$ cat src/rtl/mc_pkg.sv
// rtl/mc_pkg.sv - shared constants and types for the multicycle MIPS main control
//
// Purpose: opcode values, FSM state encoding, datapath select encodings and
//          the packed control word produced by mc_ctrl_outdec.
// Ports:   none (package).

package mc_pkg;

   // Instruction opcodes, IR[31:26]
   localparam logic [5:0] OP_R    = 6'b000000;
   localparam logic [5:0] OP_LW   = 6'b100011;
   localparam logic [5:0] OP_SW   = 6'b101011;
   localparam logic [5:0] OP_BEQ  = 6'b000100;
   localparam logic [5:0] OP_ADDI = 6'b001000;
   localparam logic [5:0] OP_J    = 6'b000010;

   // FSM states; the numeric value is what appears on state_o
   typedef enum logic [3:0] {
      S_RST    = 4'd0,
      S_FETCH  = 4'd1,
      S_DECODE = 4'd2,
      S_MEMADR = 4'd3,
      S_MEMRD  = 4'd4,
      S_MEMWB  = 4'd5,
      S_MEMWR  = 4'd6,
      S_REX    = 4'd7,
      S_RWB    = 4'd8,
      S_BEQ    = 4'd9,
      S_AIEX   = 4'd10,
      S_AIWB   = 4'd11,
      S_JMP    = 4'd12
   } state_t;

   // PC source select
   localparam logic [1:0] PC_SRC_ALU    = 2'd0;
   localparam logic [1:0] PC_SRC_ALUOUT = 2'd1;
   localparam logic [1:0] PC_SRC_JUMP   = 2'd2;

   // ALU B operand select
   localparam logic [1:0] ALUB_REG    = 2'd0;
   localparam logic [1:0] ALUB_FOUR   = 2'd1;
   localparam logic [1:0] ALUB_IMM    = 2'd2;
   localparam logic [1:0] ALUB_IMM_SH = 2'd3;

   // ALU operation class
   localparam logic [1:0] ALU_ADD   = 2'd0;
   localparam logic [1:0] ALU_SUB   = 2'd1;
   localparam logic [1:0] ALU_FUNCT = 2'd2;

   typedef struct packed {
      logic       pc_write;
      logic       pc_write_cond;
      logic [1:0] pc_src;
      logic       iord;
      logic       mem_read;
      logic       mem_write;
      logic       ir_write;
      logic       reg_dst;
      logic       mem_to_reg;
      logic       reg_write;
      logic       alu_src_a;
      logic [1:0] alu_src_b;
      logic [1:0] alu_op;
      logic       illegal;
   } ctrl_t;

   function automatic logic is_known_op(input logic [5:0] op);
      return (op == OP_R)   || (op == OP_LW)   || (op == OP_SW) ||
             (op == OP_BEQ) || (op == OP_ADDI) || (op == OP_J);
   endfunction

endpackage

$ cat src/rtl/mc_ctrl_outdec.sv
// rtl/mc_ctrl_outdec.sv - combinational state to control-word decoder
//
// Purpose: Moore decode of the main-control state into datapath controls.
//          ir_write/pc_write in FETCH follow mem_ready so the IR and PC load
//          only in the cycle the fetch completes; illegal flags an unknown
//          opcode while in DECODE.
// Ports:   state     in  4   current FSM state
//          opcode    in  6   IR[31:26]
//          mem_ready in  1   memory access completes this cycle
//          ctrl      out     packed control word

module mc_ctrl_outdec
   import mc_pkg::*;
(
   input  logic [3:0] state,
   input  logic [5:0] opcode,
   input  logic       mem_ready,
   output ctrl_t      ctrl
);

   always_comb begin
      ctrl = '0;
      case (state)
         S_FETCH: begin
            ctrl.mem_read  = 1'b1;
            ctrl.iord      = 1'b0;
            ctrl.alu_src_a = 1'b0;
            ctrl.alu_src_b = ALUB_FOUR;
            ctrl.alu_op    = ALU_ADD;
            ctrl.pc_src    = PC_SRC_ALU;
            ctrl.ir_write  = mem_ready;
            ctrl.pc_write  = mem_ready;
         end
         S_DECODE: begin
            // Branch target is precomputed into ALUOut here
            ctrl.alu_src_a = 1'b0;
            ctrl.alu_src_b = ALUB_IMM_SH;
            ctrl.alu_op    = ALU_ADD;
            ctrl.illegal   = ~is_known_op(opcode);
         end
         S_MEMADR: begin
            ctrl.alu_src_a = 1'b1;
            ctrl.alu_src_b = ALUB_IMM;
            ctrl.alu_op    = ALU_ADD;
         end
         S_MEMRD: begin
            ctrl.mem_read = 1'b1;
            ctrl.iord     = 1'b1;
         end
         S_MEMWB: begin
            ctrl.reg_write  = 1'b1;
            ctrl.reg_dst    = 1'b0;
            ctrl.mem_to_reg = 1'b1;
         end
         S_MEMWR: begin
            ctrl.mem_write = 1'b1;
            ctrl.iord      = 1'b1;
         end
         S_REX: begin
            ctrl.alu_src_a = 1'b1;
            ctrl.alu_src_b = ALUB_REG;
            ctrl.alu_op    = ALU_FUNCT;
         end
         S_RWB: begin
            ctrl.reg_write  = 1'b1;
            ctrl.reg_dst    = 1'b1;
            ctrl.mem_to_reg = 1'b0;
         end
         S_BEQ: begin
            ctrl.alu_src_a     = 1'b1;
            ctrl.alu_src_b     = ALUB_REG;
            ctrl.alu_op        = ALU_SUB;
            ctrl.pc_write_cond = 1'b1;
            ctrl.pc_src        = PC_SRC_ALUOUT;
         end
         S_AIEX: begin
            ctrl.alu_src_a = 1'b1;
            ctrl.alu_src_b = ALUB_IMM;
            ctrl.alu_op    = ALU_ADD;
         end
         S_AIWB: begin
            ctrl.reg_write  = 1'b1;
            ctrl.reg_dst    = 1'b0;
            ctrl.mem_to_reg = 1'b0;
         end
         S_JMP: begin
            ctrl.pc_write = 1'b1;
            ctrl.pc_src   = PC_SRC_JUMP;
         end
         default: ;   // RST and unused encodings: everything off
      endcase
   end

endmodule

$ cat config.mk
export PLATFORM = sky130hd
export DESIGN_NAME = mc_ctrl_outdec
export DESIGN_NICKNAME = d
export VERILOG_FILES = /design/src/rtl/mc_pkg.sv /design/src/rtl/mc_ctrl_outdec.sv
export SDC_FILE = /design/constraint.sdc
export NUM_CORES = 1
export LEC_CHECK = 0
export ABC_AREA = 0
export BUFFER_PORTS_ARGS = -buffer_cell sky130_fd_sc_hd__buf_2
export CAP_MARGIN = 5
export CORE_AREA = 2 2 39 41
export DETAILED_ROUTE_END_ITERATION = 8
export DIE_AREA = 0 0 41 43
export PLACE_DENSITY = 0.58
export SKIP_LAST_GASP = 1
export SYNTH_ARGS = -nofsm -noshare
export SYNTH_HDL_FRONTEND = slang
export SYNTH_SLANG_ARGS = --single-unit
$ cat constraint.sdc
create_clock -name vclk -period 2
set_input_delay 0.1 -clock vclk [all_inputs]
set_output_delay 0.1 -clock vclk [all_outputs]
set_load 0.02 [all_outputs]
==> impl_metrics.ini <==
[status]
outcome = completed

[synth]
ys_types = 19
ys_top_cells_by_area = nand2b_4 (11%), nor4b_4 (9.2%), buf_4 (8.7%)
synth_top_area_share_pct = 10.63
synth_commonest_cells = nor2_1 (6), buf_4 (3), nor3_1 (3)
yosysWarnings = 0
syn_inst = 34
seq_area_frac_synth_pct = 0
synth_most_common_cell = nor2_1
synth_area_sq_um = 259.0
synth_area_leader_cell = nand2b_4
synth_fp_nets = 45
synth_top_family_by_area = simple AND/OR/NAND/NOR gates
synth_fa_ha_area_share_pct = 4.348
synth_compound_area_share_pct = 20.77
synthMuxAreaShare_pct = 7.729
synth_xor_area_share_pct = 3.382
synth-simple-area-share_pct = 47.83
postSynthAreaPerCell_sq_um = 7.618

[worst_setup_path]
arrival_ns = 1.04
crit_type = input pin to primary output
critical_path.slowest_cell = a2111oi_2
end_kind = primary output
critPathBufInv = 2
cpPeakStageDelay_ns = 0.33
start_kind = input pin
crit_family = buffers and inverters
crit_fanout = 10
crit_top_cell = buf_2
crit_chain = buf_2 -> nand2b_1 -> a2111oi_2 -> buf_2
required_ns = 1.90

[die]
num_rows = 14
fp.dieArea_sq_um = 1763
fp.dieH_um = 43
die_w_um = 41
io-pin-count = 28
start_util_pct = 18.72
core_area_sq_um = 1384

[pwr]
p_sw_uw = 48.04
total_power_uw = 80.53
p_int_uw = 32.49
pwr-share-seq_pct = 0
power_leakage_uw = 0.0002283
peakVddDrop_v = 0.00007090
clock_power_share_pct = 0
p_comb_share_pct = 100.0
p_sw_share_pct = 59.66
powerDensity_nw_per_um2 = 209.0

[timing]
final_hold_viol_count = 0
rsz0062_at_grt = no
tightest_slew_ns = 0.2588
maxSlewViolCount = 0
fin_tns_setup_ns = 0
fin_crit_ns = 1.139
fin_ws_ns = 0.8610
post-route-period-util_pct = 56.95
setup_viol = 0
relSlewSlack_pct = 82.60
fmax_mhz = 878.0

[finish]
layout-drive-gt1-share_pct = 56.90
register_area_sq_um = 0
area_growth_pct = 48.79
seq_cells = 0
nClkBuffers = 0
fin_cells = 74
layout.nets = 71
n_antenna_cell = 0

[grt]
antenna_found_initial = 0
grt_max_degree = 11
grt_use_total_pct = 7.892
overflow = 0
grt_pass1_vias = 254
grt_pass1_wl_um = 1041

[placement]
place_congestion = 0.7403
placed_cells_incl_taps = 74
hpwl_um = 613.8
pre_cts_slack_ns = 0.8597
port_buffers = 28

[min_path]
hp-class = input pin to primary output

[routing]
drt_first_pass_iters = 3
drt_iter0_markers = 4
route.vias.total = 321
avgViaCountPerCell = 4.338
avgRoutedWirePerCell_um = 9.203
drc = 0
wirelength_um = 681
postRouteAntennaNets = 0

[clock_tree]
cts_setup_buffers = 0
cts_resized = 0
postCtsHoldBufs = 0

[run]
cap_violations = 0
## kinds of logic (layout without fill, tap and decap cells)
family,count (synthesis),after routing
multiplexers,2,2
buffers and inverters,6,30
adder cells (fa/ha/maj),1,1
AO/OA/AOI/OAI,6,6
AND/OR/NAND/NOR,18,18
XOR/XNOR,1,1
## final cells by class
type / instances / area, sq um
fillers: 163 / 998.5
inverters: 2 / 7.507
multi-input cells: 28 / 217.7
well taps: 16 / 20.02
repair buffers: 28 / 140.1
## per-layer routing
layer / GRT usage, % / up-vias / wire, um
met5: 0 / - / 0
met4: 0 / 0 / 0
met3: 0.5236 / 0 / 68
met2: 13.13 / 13 / 330
met1: 11.39 / 139 / 282
li1: - / 169 / -
## per-stage QoR
step           instance area [sq um]  hold slack (ns)  utilization, %
2_1_floorplan                  259.0           0.2875               -
3_3_place_gp                   385.4           0.5545           27.85
3_5_place_dp                   385.4           0.5510           27.85
4_1_cts                        385.4           0.5526           27.85
5_1_grt                        385.4           0.5722           27.85
6_report                       385.4           0.5548           27.85
## power by group through the flow
stage                     Combinational [uW]  Sequential (uW)  Clock, uW
final                                   80.5                0          0
after floorplan                         58.6                0          0
after detailed placement                81.5                0          0
after global routing                    87.7                0          0
after global placement                  80.7                0          0
after CTS                               81.7                0          0
## path summary, 6_finish.rpt
kind	from	end	slack (ns)	cells past startpoint
setup / recovery	state[0]	ctrl[0]	0.86	4
hold / removal	state[1]	ctrl[11]	0.55	3
## layout by cell type (no fill, tap or decap)
cell type   n
inv_1       2
a21o_1      1
nor2_1      6
xnor2_1     1
maj3_2      1
nor3_1      3
nand4b_1    1
nand2b_1    2
nand2_1     2
buf_2      28
a2111oi_2   1
a211oi_1    2
nor4b_4     1
nand2b_4    2
o2bb2ai_1   1
mux2i_1     2
or2_1       1
o31ai_1     1
Note: power is estimated with default switching activity, not from simulation.
